### src/rtl/regfile_pkg.sv
// regfile_pkg: constants and shared types for the register-file writeback path.
//   RF_DATA_W / RF_ADDR_W / RF_NREG : default data width, index width, register count
//   REG_ZERO                        : hardwired-zero register index
//   REQ_ALU / REQ_MC                : requester ids (single-cycle ALU, multi-cycle unit)
//   wb_req_t                        : writeback request {valid, addr, data} at default widths
package regfile_pkg;

  localparam int RF_DATA_W = 32;
  localparam int RF_ADDR_W = 5;
  localparam int RF_NREG   = 32;

  localparam logic [RF_ADDR_W-1:0] REG_ZERO = '0;

  localparam logic REQ_ALU = 1'b0;
  localparam logic REQ_MC  = 1'b1;

  typedef struct packed {
    logic                 valid;
    logic [RF_ADDR_W-1:0] addr;
    logic [RF_DATA_W-1:0] data;
  } wb_req_t;

endpackage

### src/rtl/wbarb_scoreboard.sv
// wbarb_scoreboard: busy bits for destinations owned by in-flight multi-cycle ops.
//   clk, reset         : clock, asynchronous active-high reset (clears all busy bits)
//   i_set_en/i_set_addr: issue of a multi-cycle op; marks its destination busy
//   i_clr_en/i_clr_addr: multi-cycle result committing this edge; frees the destination
//   i_rs1/i_rs2        : decode source indices
//   o_hz1/o_hz2        : source pending on a multi-cycle result (combinational)
// Register 0 has no busy bit, so it never reports a hazard.
module wbarb_scoreboard
  import regfile_pkg::*;
#(
  parameter int ADDR_W = RF_ADDR_W,
  parameter int NREG   = RF_NREG
) (
  input  logic              clk,
  input  logic              reset,
  input  logic              i_set_en,
  input  logic [ADDR_W-1:0] i_set_addr,
  input  logic              i_clr_en,
  input  logic [ADDR_W-1:0] i_clr_addr,
  input  logic [ADDR_W-1:0] i_rs1,
  input  logic [ADDR_W-1:0] i_rs2,
  output logic              o_hz1,
  output logic              o_hz2
);

  logic [NREG-1:1] r_busy;
  logic [NREG-1:1] w_busy_nxt;

  // Clear is applied first so a same-edge set of the same register wins.
  always_comb begin
    w_busy_nxt = r_busy;
    for (int i = 1; i < NREG; i++) begin
      if (i_clr_en && i_clr_addr == ADDR_W'(i)) w_busy_nxt[i] = 1'b0;
      if (i_set_en && i_set_addr == ADDR_W'(i)) w_busy_nxt[i] = 1'b1;
    end
  end

  always_ff @(posedge clk or posedge reset) begin
    if (reset) r_busy <= '0;
    else       r_busy <= w_busy_nxt;
  end

  always_comb begin
    o_hz1 = 1'b0;
    o_hz2 = 1'b0;
    for (int i = 1; i < NREG; i++) begin
      if (i_rs1 == ADDR_W'(i)) o_hz1 = r_busy[i];
      if (i_rs2 == ADDR_W'(i)) o_hz2 = r_busy[i];
    end
  end

endmodule

### src/rtl/regfile_wb_arbiter.sv
// regfile_wb_arbiter: round-robin share of the register-file write port between
// the ALU (requester 0) and the multi-cycle unit (requester 1), with a one-cycle
// registered output stage and an optional busy-register scoreboard.
//   clk, reset                    : clock, asynchronous active-high reset
//   i_wb0_valid/addr/data, o_wb0_ready : ALU writeback request / accept
//   i_wb1_valid/addr/data, o_wb1_ready : multi-cycle writeback request / accept
//   i_iss_valid, i_iss_rd         : multi-cycle op issued, its destination
//   i_rs1, i_rs2, o_hz1, o_hz2    : decode sources and their pending flags
//   o_rf_we, o_rf_waddr, o_rf_wdata : register file write port
// Build option WBARB_SCOREBOARD_EN: when defined the scoreboard drives o_hz1/o_hz2;
// otherwise the issue/source inputs are ignored and the hazard outputs are 0.
module regfile_wb_arbiter
  import regfile_pkg::*;
#(
  parameter int DATA_W = RF_DATA_W,
  parameter int ADDR_W = RF_ADDR_W,
  parameter int NREG   = RF_NREG
) (
  input  logic              clk,
  input  logic              reset,
  input  logic              i_wb0_valid,
  input  logic [ADDR_W-1:0] i_wb0_addr,
  input  logic [DATA_W-1:0] i_wb0_data,
  output logic              o_wb0_ready,
  input  logic              i_wb1_valid,
  input  logic [ADDR_W-1:0] i_wb1_addr,
  input  logic [DATA_W-1:0] i_wb1_data,
  output logic              o_wb1_ready,
  input  logic              i_iss_valid,
  input  logic [ADDR_W-1:0] i_iss_rd,
  input  logic [ADDR_W-1:0] i_rs1,
  input  logic [ADDR_W-1:0] i_rs2,
  output logic              o_hz1,
  output logic              o_hz2,
  output logic              o_rf_we,
  output logic [ADDR_W-1:0] o_rf_waddr,
  output logic [DATA_W-1:0] o_rf_wdata
);

  logic              r_last;   // requester granted on the most recent transfer
  logic              r_we;
  logic              r_src;    // requester that produced the staged write
  logic [ADDR_W-1:0] r_waddr;
  logic [DATA_W-1:0] r_wdata;

  logic              w_gnt0;
  logic              w_gnt1;
  logic              w_xfer;
  logic              w_sel;
  logic [ADDR_W-1:0] w_addr;
  logic [DATA_W-1:0] w_data;
  logic              w_nz;

  // On a tie the requester that did not win last time goes first.
  assign w_gnt0 = i_wb0_valid && (!i_wb1_valid || r_last == REQ_MC);
  assign w_gnt1 = i_wb1_valid && (!i_wb0_valid || r_last == REQ_ALU);

  // Ready is masked during reset so nothing is considered accepted.
  assign o_wb0_ready = w_gnt0 && !reset;
  assign o_wb1_ready = w_gnt1 && !reset;

  assign w_xfer = w_gnt0 || w_gnt1;
  assign w_sel  = w_gnt1 ? REQ_MC : REQ_ALU;
  assign w_addr = w_gnt1 ? i_wb1_addr : i_wb0_addr;
  assign w_data = w_gnt1 ? i_wb1_data : i_wb0_data;
  assign w_nz   = (w_addr != REG_ZERO);

  // An accepted x0 write still consumes its grant but stages a zeroed, disabled write.
  always_ff @(posedge clk or posedge reset) begin
    if (reset) begin
      r_last  <= REQ_MC;
      r_we    <= 1'b0;
      r_src   <= REQ_ALU;
      r_waddr <= '0;
      r_wdata <= '0;
    end else if (w_xfer) begin
      r_last  <= w_sel;
      r_we    <= w_nz;
      r_src   <= w_sel;
      r_waddr <= w_nz ? w_addr : '0;
      r_wdata <= w_nz ? w_data : '0;
    end else begin
      r_we    <= 1'b0;
    end
  end

  assign o_rf_we    = r_we;
  assign o_rf_waddr = r_waddr;
  assign o_rf_wdata = r_wdata;

`ifdef WBARB_SCOREBOARD_EN
  // Busy clears on the edge the staged multi-cycle result commits.
  logic w_clr_en;
  assign w_clr_en = r_we && (r_src == REQ_MC);

  wbarb_scoreboard #(
    .ADDR_W (ADDR_W),
    .NREG   (NREG)
  ) u_sb (
    .clk        (clk),
    .reset      (reset),
    .i_set_en   (i_iss_valid),
    .i_set_addr (i_iss_rd),
    .i_clr_en   (w_clr_en),
    .i_clr_addr (r_waddr),
    .i_rs1      (i_rs1),
    .i_rs2      (i_rs2),
    .o_hz1      (o_hz1),
    .o_hz2      (o_hz2)
  );
`else
  logic w_unused_sb;
  assign w_unused_sb = ^{i_iss_valid, i_iss_rd, i_rs1, i_rs2};
  assign o_hz1 = 1'b0;
  assign o_hz2 = 1'b0;
`endif

endmodule

### config.mk
export PLATFORM = sky130hd
export DESIGN_NAME = regfile_wb_arbiter
export DESIGN_NICKNAME = d
export VERILOG_FILES = /design/src/rtl/regfile_pkg.sv /design/src/rtl/wbarb_scoreboard.sv /design/src/rtl/regfile_wb_arbiter.sv
export SDC_FILE = /design/constraint.sdc
export NUM_CORES = 1
export LEC_CHECK = 0
export ABC_AREA = 1
export CAP_MARGIN = 20
export CORE_ASPECT_RATIO = 0.6
export CORE_UTILIZATION = 38
export DETAILED_ROUTE_END_ITERATION = 10
export GPL_TIMING_DRIVEN = 0
export PLACE_DENSITY = 0.81
export SLEW_MARGIN = 5
export SYNTH_ARGS = -nofsm -noshare
export SYNTH_HDL_FRONTEND = slang
export SYNTH_SLANG_ARGS = --single-unit
export TNS_END_PERCENT = 5
### constraint.sdc
create_clock -name clk -period 2.29 [get_ports clk]
set_clock_uncertainty 0.15 [all_clocks]
set_input_delay 0.458 -clock clk [delete_from_list [all_inputs] [get_ports clk]]
set_output_delay 0.458 -clock clk [all_outputs]
set_load 0.02 [all_outputs]
# After elaboration in Yosys (flattened, before gate mapping)
# Index checks and enable logic that the tools add are counted.
word_totals:
  register_bits: 39
  latch_bits: 0
  mem_bits_rw: 0
  rom_bits: 0
  input_bits: 94
  out_inout_bits: 42
  word_cells: 22
  n_memories: 0
classes:
  addsub: 0
  n_mul: 0
  div: 0
  order_cmp: 0
  eq_ne: 0
  n_shift: 0
  n_mux: 6
  bitwise_logic: 1
  n_reduce_logical: 11
ops:
  columns: ["cell", "n"]
  rows:
  - ["32-bit 2-to-1 mux", 2]
  - ["5-bit 2-to-1 mux", 2]
  - ["5-bit nonzero test", 1]
  - ["1-bit logical AND", 4]
  - ["1-bit zero test", 3]
  - ["1-bit logical OR", 3]
  - ["1-bit 2-to-1 mux", 2]
  - ["1-bit inverter", 1]

# Depth between registers and ports, before layout
# Gate-level depths: netlist of run 1.
logic_depth:
  depth_word: 6
  mapped_depth: 10
  mapped_depth_nobuf: 9

# Worst setup path after synthesis of run 1
# OpenSTA, ideal clock, no wires.
synth_path:
  kind: "input-to-output"
  start: "in i_wb0_valid"
  end: "out o_wb1_ready"
  arrival_ps: 1198
  required_time_ps: 1682
  setup_slack_ps: 484
  cell_stages: 5
  n_path_buf: 2
  path_cell_list: "nand2_2 nand2_2 buf_6 buf_2 nor2_1"
synth_between:
  elab_chain_cells: 4
synth_rtl:
  columns: ["element", "line", "rtl"]
  rows:
  - ["start: declaration", "regfile_wb_arbiter.sv:21", "input logic i_wb0_valid,"]
  - ["1-bit zero test", "regfile_wb_arbiter.sv:56", "assign w_gnt1 = i_wb1_valid && (!i_wb0_valid || r_last == REQ_ALU);"]
  - ["1-bit logical OR", "regfile_wb_arbiter.sv:56", null]
  - ["1-bit logical AND", "regfile_wb_arbiter.sv:56", null]
  - ["1-bit logical AND", "regfile_wb_arbiter.sv:60", "assign o_wb1_ready = w_gnt1 && !reset;"]
  - ["end: declaration", "regfile_wb_arbiter.sv:28", "output logic o_wb1_ready,"]
# Every way passes these cells.

# Worst setup path after layout of run 1
layout_path:
  start: "in i_wb0_valid"
  end: "out o_wb0_ready"
layout_between:
  elab_chain_cells: 2
layout_rtl:
  columns: ["element", "line", "rtl"]
  rows:
  - ["1-bit logical AND", "regfile_wb_arbiter.sv:55", "assign w_gnt0 = i_wb0_valid && (!i_wb1_valid || r_last == REQ_MC);"]
  - ["1-bit logical AND", "regfile_wb_arbiter.sv:59", "assign o_wb0_ready = w_gnt0 && !reset;"]
  - ["end: declaration", "regfile_wb_arbiter.sv:24", "output logic o_wb0_ready,"]
# Every way passes these cells.

==> metrics.md, run 1 <==
| Metric | Value |
|---|---|
| Post-DP HPWL | 5.197 mm |
| Ys async rst share | 100.0% |
| Clock Root Buffer | clkbuf_8 |
| Most common cell in the netlist | nand2_1 |
| Critical path type | input port to output port |
| Pwr Total | 2291 uW |
| # fillers | 517 |
| Post-Layout Cell Count | 505 |
| Status | finished clean |
| Initial antenna violation count | 0 |
| Cts bufs inserted | 5 |
| Sequential share of the synthesized area | 42.82% |
| Total of max-cap violations | 0 |
| Fin. max-slew vios | 0 |
| Pwr/cell area | 627.0 mW/mm2 |
| Final setup violation count | 0 |
| Layout net count | 518 |
| IO Count | 136 |
| Setup TNS | 0 ns |
| Clk sinks | 39 |
| Syn Area/Cell | 7.607 um2 |
| Worst-path fanout max | 10 |
| Synth Area in Simple Gates | 46.49% |
| CP Launch Type | input port |
| Max H-tree Level | 2 |
| CTS clk-pin slew, worst paths | 0.07 ns |
| Post-synth top area share | 41.67% |
| Number of global-route vias before repair | 2174 |
| RSZ-0062 raised after global routing | no |
| Site Rows | 21 |
| F_max | 459.1 MHz |
| Die width | 102.0 um |
| Synth top area cells | dfrtp_1 42%, nand2_1 23%, nand3_1 11%, nand3_2 7.9%, buf_6 4.4% |
| Die Area | 0.006330 mm2 |
| Synth cell count leaders | 139 x nand2_1, 50 x nand3_1, 38 x dfrtp_1 |
| Yosys warns | 0 |
| Core area | 0.005675 mm2 |
| Vias | 2433 |
| Max clock buf depth | 2 |
| Synth Area in Compound Gates | 1.809% |
| Worst hold slack | 0.3324 ns |
| Proportion of layout cells with a drive suffix above 1 | 13.88% |
| ANT cells | 0 |
| Post-synthesis mux area share | 0% |
| First-pass iteration count of the detailed router | 4 |
| Layout area overhead | 60.09% |
| Initial drt markers | 103 |
| Leakage Power | 0.001818 uW |
| IO buf count | 117 |
| Pin count of the biggest net entering global routing | 40 |
| CP max-delay cell | clkdlybuf4s50_1 |
| Routed WL | 6.869 mm |
| Final period utilization | 95.11% |
| Chip height | 62.03 um |
| Number of antenna-violating nets in the routed design | 0 |
| Critical Path RT | 1.68 ns |
| Worst-Skew Late Latency | 0.28 ns |
| Min Tclk post-route | 2.178 ns |
| Ys flop type | dfrtp_1 |
| EDFF count, synth | 0 |
| Total gr overflow | 0 |
| CP Capture Type | output port |
| FF+latch count, synth | 39 |
| RD Place Congestion | 0.7598 |
| Largest family of logic cells by synthesized area | simple AND/OR/NAND/NOR gates |
| Library cells used by synthesis | 21 |
| Worst vdd ir | 0.3034 mV |
| Cell count after synthesis | 300 |
| Avg Vias per Cell | 4.818 |
| Initial core utilization | 40.21% |
| Worst-Margin Slew | 0.8190 ns |
| CP cell instances | clkdlybuf4s50_1, nand2_2, buf_6, o21a_1, nor2_1, buf_2 |
| Critical path arrival | 1.57 ns |
| Post-CTS setup buffer count | 0 |
| First-pass GRT wire length | 10.29 mm |
| Fin. Hold Viols | 0 |
| Mapped Area | 0.002282 mm2 |
| Slew margin rel. | 45.32% |
| Cts hold-fix bufs | 0 |
| Placed cells | 498 |
| Wire length per cell | 13.60 um |
| TritonCTS clock tree | yes |
| Synth Area in XOR/XNOR | 0% |
| Max incr delay on CP | 0.49 ns |
| Hold Crit Class | register to register |
| Synth Area in Adders | 0% |
| Post-synth top area cell | dfrtp_1 |
| Util after Layout | 64.37% |
| Post-route DRC | 0 |
| Gr usage total | 21.92% |
-- final timing paths --
check	end	cells past startpoint	slack [ns]	start
min in group asynchronous	o_rf_waddr[0]	2	0.55	reset
max	o_wb0_ready	6	0.11	i_wb0_valid
min reg2reg	o_rf_wdata[30]	2	0.33	o_rf_wdata[30]
max in group asynchronous	o_rf_wdata[4]	2	0.91	reset
max reg2reg	o_rf_wdata[11]	8	0.52	r_last
min	o_rf_wdata[30]	2	0.33	o_rf_wdata[30]
-- stage by stage --
| step | cell area (um2) | worst slack, ns |
|---|---|---|
| finish | 3654 | 0.1120 |
| global route | 3654 | 0.06375 |
| CTS | 3657 | 0.03962 |
| detailed placement | 3557 | -0.4736 |
| global placement | 3557 | -0.4651 |
| floorplan | 2286 | 0.4843 |
-- repair_timing --
| action | in CTS | in global routing |
|---|---|---|
| setup endpoints to repair | 2 | 1 |
| resized for setup | 9 | 2 |
| pin swaps | 0 | 0 |
| cloned | 0 | 0 |
-- final cells by class --
| type | count | area [um2] | share of cell area [%] |
|---|---|---|---|
| plain buffers | 23 | 180.2 | 4.932 |
| repair buffers | 117 | 1164 | 31.85 |
| clock buffers | 8 | 100.1 | 2.740 |
| flip-flops and latches | 39 | 977.2 | 26.75 |
| inverters | 6 | 22.52 | 0.6164 |
| well taps | 80 | 100.1 | 2.740 |
| multi-input cells | 232 | 1110 | 30.38 |
-- placed cells by master, fill, tap and decap left out --
cell type / instances
buf_6: 8
buf_2: 10
dfrtp_1: 38
clkbuf_1: 5
nand3_2: 18
dlymetal6s2s_1: 1
conb_1: 2
nor2_4: 2
nor2_1: 5
nand2_2: 6
inv_1: 4
a21oi_1: 1
nand2_1: 139
dfstp_2: 1
nand3b_1: 1
nand3_1: 50
o21a_1: 1
clkbuf_8: 7
inv_2: 2
nand2_4: 2
o21ai_0: 2
buf_4: 2
buf_12: 1
a31oi_1: 3
clkdlybuf4s50_1: 114
-- metal layers --
metal	vias to the layer above	track usage, %	part of all wire [%]
met5	-	0	0
met4	0	3.878	0.28
met3	2	6.264	8.9
met2	99	36.72	45
met1	1133	29.13	46
li1	1199	-	-
-- where the power goes --
group	internal, uW	switching [uW]	leakage (uW)	total, uW
clock	275	229	0.0000515	504
combinational	446	469	0.00129	915
sequential	805	67.5	0.000473	872
-- state kept, by name (all words and copies together), names as in the netlist --
register,count
o_rf_waddr,5
o_rf_we,1
o_rf_wdata,32
r_last,1
-- worst max-delay path, delay by kind of cell --
kind                   cells  cell delay, ns
and+or+nand+nor            2            0.17
buffers and inverters      3            0.80
AOI/OAI and AO/OA          1            0.13
-- logic make-up after synthesis --
family | Yosys count
flip-flops | 39
AO/OA/AOI/OAI | 7
other | 1
buffers and inverters | 30
AND/OR/NAND/NOR | 223
Power figures use the tool's default switching activity.
==> run 2: changes to the inputs <==
- CTS_CLUSTER_DIAMETER: unset -> 50
==> results of run 2 <==
Final layout, timing and power as in run 1 (identical DEF).
